$ cat src/rtl/fifo_pkg.sv
// Shared FIFO definitions: active-low strobe levels and pointer/level width helpers.
package fifo_pkg;

    localparam logic nT = 1'b0;
    localparam logic nF = 1'b1;

    function automatic int ptr_w(input int depth);
        return $clog2(depth);
    endfunction

    // One extra bit so the level can represent DEPTH itself.
    function automatic int lvl_w(input int depth);
        return $clog2(depth) + 1;
    endfunction

endpackage

$ cat src/rtl/fifo_lvl_ram.sv
// FIFO storage: one registered write port, one asynchronous read port, no reset.
module fifo_lvl_ram #(
    parameter int DEPTH = 16,
    parameter int WIDTH = 8,
    parameter int AW    = 4
) (
    input  logic             clk,
    input  logic             we,
    input  logic [AW-1:0]    waddr,
    input  logic [WIDTH-1:0] wdata,
    input  logic [AW-1:0]    raddr,
    output logic [WIDTH-1:0] rdata
);

    logic [WIDTH-1:0] mem [DEPTH];

    always_ff @(posedge clk) begin
        if (we) mem[waddr] <= wdata;
    end

    assign rdata = mem[raddr];

endmodule

$ cat src/rtl/fifo_lvl.sv
// Level-tracking synchronous FIFO with active-low strobes and sticky error flags.
// Define FIFO_LVL_FWFT_EN for first-word-fall-through output; default is registered read.
module fifo_lvl
    import fifo_pkg::*;
#(
    parameter int DEPTH    = 16,
    parameter int WIDTH    = 8,
    parameter int AF_LEVEL = DEPTH - 2,
    parameter int AE_LEVEL = 2
) (
    input  logic                     clk,
    input  logic                     n_rst,
    input  logic [WIDTH-1:0]         port_in,
    input  logic                     n_wr,
    input  logic                     n_rd,
    input  logic                     n_clr,
    output logic [WIDTH-1:0]         port_out,
    output logic [lvl_w(DEPTH)-1:0]  level,
    output logic                     n_empty,
    output logic                     n_full,
    output logic                     n_aempty,
    output logic                     n_afull,
    output logic                     n_ovf,
    output logic                     n_udf
);

    localparam int PW = ptr_w(DEPTH);
    localparam int LW = lvl_w(DEPTH);
    localparam logic [LW-1:0] FULL_LVL = LW'(DEPTH);
    localparam logic [LW-1:0] AF_LVL   = LW'(AF_LEVEL);
    localparam logic [LW-1:0] AE_LVL   = LW'(AE_LEVEL);

    if (DEPTH < 2 || (DEPTH & (DEPTH - 1)) != 0) begin : g_bad_depth
        $error("fifo_lvl: DEPTH must be a power of two >= 2");
    end
    if (AF_LEVEL < 1 || AF_LEVEL > DEPTH) begin : g_bad_af
        $error("fifo_lvl: AF_LEVEL out of range 1..DEPTH");
    end
    if (AE_LEVEL < 0 || AE_LEVEL > DEPTH - 1) begin : g_bad_ae
        $error("fifo_lvl: AE_LEVEL out of range 0..DEPTH-1");
    end

    logic [PW-1:0]    rp, wp;
    logic [WIDTH-1:0] rd_data, out_q;
    logic             ovf_q, udf_q;
    logic             wr_req, rd_req, clr_req, is_empty, is_full, do_wr, do_rd;

    assign wr_req   = (n_wr == nT);
    assign rd_req   = (n_rd == nT);
    assign clr_req  = (n_clr == nT);
    assign is_empty = (level == '0);
    assign is_full  = (level == FULL_LVL);
    // A read on a full FIFO frees the slot the concurrent write lands in.
    assign do_wr    = wr_req && (!is_full || rd_req);
    assign do_rd    = rd_req && !is_empty;

    fifo_lvl_ram #(.DEPTH(DEPTH), .WIDTH(WIDTH), .AW(PW)) u_ram (
        .clk   (clk),
        .we    (do_wr && !clr_req),
        .waddr (wp),
        .wdata (port_in),
        .raddr (rp),
        .rdata (rd_data)
    );

    always_ff @(posedge clk or negedge n_rst) begin
        if (!n_rst) begin
            rp    <= '0;
            wp    <= '0;
            level <= '0;
            out_q <= '0;
            ovf_q <= nF;
            udf_q <= nF;
        end else if (clr_req) begin
            rp    <= '0;
            wp    <= '0;
            level <= '0;
            ovf_q <= nF;
            udf_q <= nF;
`ifdef FIFO_LVL_FWFT_EN
            // Freeze the word currently on port_out so a flush does not change it.
            if (!is_empty) out_q <= rd_data;
`endif
        end else begin
            if (do_wr) wp <= wp + 1'b1;
            if (do_rd) begin
                rp    <= rp + 1'b1;
                out_q <= rd_data;
            end
            if (do_wr && !do_rd)      level <= level + 1'b1;
            else if (do_rd && !do_wr) level <= level - 1'b1;
            if (wr_req && !rd_req && is_full)  ovf_q <= nT;
            if (rd_req && !wr_req && is_empty) udf_q <= nT;
        end
    end

`ifdef FIFO_LVL_FWFT_EN
    // Head word falls through; when empty, keep showing the last word popped.
    assign port_out = is_empty ? out_q : rd_data;
`else
    assign port_out = out_q;
`endif

    assign n_empty  = is_empty ? nT : nF;
    assign n_full   = is_full ? nT : nF;
    assign n_aempty = (level <= AE_LVL) ? nT : nF;
    assign n_afull  = (level >= AF_LVL) ? nT : nF;
    assign n_ovf    = ovf_q;
    assign n_udf    = udf_q;

endmodule

$ cat config.mk
export PLATFORM = sky130hd
export DESIGN_NAME = fifo_lvl
export DESIGN_NICKNAME = d
export VERILOG_FILES = /design/src/rtl/fifo_pkg.sv /design/src/rtl/fifo_lvl_ram.sv /design/src/rtl/fifo_lvl.sv
export SDC_FILE = /design/constraint.sdc
export NUM_CORES = 1
export LEC_CHECK = 0
export CORE_AREA = 5 5 81 157
export CTS_BUF_LIST = sky130_fd_sc_hd__clkbuf_4 sky130_fd_sc_hd__clkbuf_8 sky130_fd_sc_hd__clkbuf_16
export DETAILED_ROUTE_END_ITERATION = 7
export DIE_AREA = 0 0 86 162
export GPL_ROUTABILITY_DRIVEN = 0
export PLACE_DENSITY = 0.75
export SLEW_MARGIN = 15
export SYNTH_ARGS = -nofsm -noshare
export SYNTH_HDL_FRONTEND = slang
export SYNTH_SLANG_ARGS = --single-unit
$ cat constraint.sdc
create_clock -name clk -period 3.31 [get_ports clk]
set_input_delay 0.662 -clock clk [delete_from_list [all_inputs] [get_ports clk]]
set_output_delay 0.662 -clock clk [all_outputs]
set_load 0.01 [all_outputs]
==> metrics.cfg <==
[sta]
fmax_ghz=0.344
skew_ps=10.5
min_period_ps=2910
setup_viol=0
final.setup.tns_ps=0
tightest_slew_ps=890
hold_viol_final=0
relSlewSlack_pct=40.7
rsz0062_at_grt=no
period_share_pct=87.9
finalMaxSlewViolations=0
fin_ws_ps=401

[setup_path]
worstSetupEndpointType=flop
cpLargestDelayFamily=compound AO/OA/AOI/OAI gates
critPathRequiredTime_ps=3610
rrSetupSlack_ps=400
start_kind=flop
cp_slowest_cell=nor4_4
max_stage_delay_ps=570
crit_buf_inv=1
crit_chain=nor4_4 > mux2i_1 > buf_4 > ha_1 > a21oi_1 > o21ai_0 > o21bai_1 > a32o_1
r2r-start=level[1]$_DFFE_PN0P_
r2r_end=level[4]$_DFFE_PN0P_
cp.arrival_ps=3210
crit_path_max_fanout=8
reg2reg_depth=8
critPathKind=reg2reg

[logic_synthesis]
synth.most_common_cell=edfxtp_1
syn_avg_cell_area_sq_um=18.2
syn_nets=362
ys_seq_elements=151
synth.distinct_cells=41
synth_edf_count=128
yosysSeqAreaShare_pct=71.7
yosys.area.top_type_share_pct=62.3
yosys.area.top_type=edfxtp_1
async_reset_ff_share_pct=15.2
synthesis.area_sq_mm=0.00617
ys.flop_type=edfxtp_1
ys_top_cells_by_count=128 x edfxtp_1, 32 x mux4_2, 28 x nand2_1
synth.area.top_cells=edfxtp_1 62%, mux4_2 12%, dfrtp_1 8.5%
syn_inst=339
ys_warn_count=0

[floorplanning]
initial_core_util_pct=54.3
fp.dieArea_sq_mm=0.0139
die_w_um=86
ios=32
coreArea_sq_mm=0.0114
chipHeight_um=162
rows=55

[clock_network]
h-tree-depth=4
clockBufferDepth=2
tritoncts=built
cts_made_buffers=17
cts_resized=0
clkSinkCount=151
cts_root_buf=clkbuf_16
post_cts_buffers=0
clk_latency_ps=420
holdBufCountCts=0
clkTransAtPathRegs_ps=60

[global_routing]
grt_max_degree=24
grt_pass1_vias=3464
grt.total_usage_pct=20.0
grt_pass1_wl_um=19600
grt-ovfl-total=0
antenna_found_initial=0

[pwr]
power.density_mw_per_mm2=716
netSwitchingPower_mw=1.44
power_frac_comb_pct=19.1
switching_share_pct=27.2
ir_worst_vdd_uv=489
power.clock.fraction_pct=36.4
leakagePower_nw=2.51
power_frac_seq_pct=44.5
p_int_mw=3.85

[run_status]
status=complete, no violations

[cells_and_area]
areaGrowthSynthToFinish_pct=19.8
layout-drive-gt1-share_pct=23.7
antenna_cells=0
nets=423

[worst_hold_path]
min_to=n_udf$_DFFE_PN1P_
worstHoldPathCells=2
hp-class=reg2reg
min_from=n_udf$_DFFE_PN1P_

[routing]
dr.first_iter.drc_count=217
antenna_left=0
route.detailed.drc=0
drt_wl_total_um=12700
vias=3261
viasPerCell=5.88
wl_per_cell_um=22.9
first_pass_iters=4

[placement]
dpl.hpwl_um=8420
place_ws_ps=288
port_buffers=31

[job]
maxCapViolCount=0

state kept, by name, indices dropped and copies added, names as in the netlist:
register	count
n_ovf	1
u_ram.mem	128
port_out	8
wp	4
rp	4
n_udf	1
level	5
metrics by stage:
stage               std cells  util [%]  hold slack, ps  power (mW)  instance area, sq um
floorplan                 339         -             366        2.96                  6170
global route              555      65.1             503        5.52                  7390
finish                    555      65.1             487        5.29                  7390
global placement          523      59.9             481        3.37                  6800
CTS                       555      65.1             492        5.34                  7390
detailed placement        523      59.9             481        3.41                  6800
power groups by stage:
stage	clock, mW	combinational [mW]	sequential [mW]
final	1.93	1.01	2.35
after CTS	1.96	1.02	2.36
after floorplan	0	0.641	2.32
after global routing	2.06	1.09	2.38
after detailed placement	0	1.02	2.40
after global placement	0	0.976	2.39
logic make-up after synthesis:
logic type / share of synthesized area (%)
flops: 71.7
simple gates: 5.41
mux: 14.6
compound gates: 3.39
buf+inv: 1.50
fa+ha+maj: 2.15
xor+xnor: 1.28
routing by layer:
layer / track usage (%) / vias up / routed length (um)
li1: - / 1459 / -
met1: 21.1 / 1680 / 4520
met2: 35.3 / 92 / 7090
met3: 5.03 / 30 / 538
met4: 11.3 / 0 / 586
met5: 0 / - / 0
worst max path at each step:
stage	startpoint	endpoint	depth (start not counted)
after floorplan	level[1]$_DFFE_PN0P_	level[4]$_DFFE_PN0P_	8
after detailed placement	n_wr	level[4]$_DFFE_PN0P_	9
after global placement	n_rd	level[4]$_DFFE_PN0P_	9
after CTS	level[0]$_DFFE_PN0P_	level[4]$_DFFE_PN0P_	8
after global routing	level[0]$_DFFE_PN0P_	level[4]$_DFFE_PN0P_	8
final	level[1]$_DFFE_PN0P_	level[4]$_DFFE_PN0P_	8
layout by cell type, fill, tap and decap left out, drive strengths merged, types with 3 or more instances in the layout:
cell and count:
edfxtp 128, mux4 32, clkdlybuf4s50 31, nand2 29
buf 27, dfrtp 21, nor2 20, mux2i 18
clkbuf 18, ha 9, inv 9, o221ai 8
o21ai 8, clkinv 6, xnor2 5, a21oi 5
nand2b 4, nor3 4, xor2 4, nand3 3
a31oi 3
cell type report:
class | instances | area [sq um]
multi-input combinational | 168 | 1660
inverter | 4 | 15.0
tap | 142 | 178
fill | 780 | 3960
timing repair buffer | 58 | 526
sequential | 151 | 4420
clock buffer | 18 | 433
clock inverter | 14 | 164
tightest hold or removal path, stage by stage (launching register included):
cell and delay (ps):
dfstp_2 370, o21ai_0 60, nand2_1 60
(Power assumes the default switching activity.)
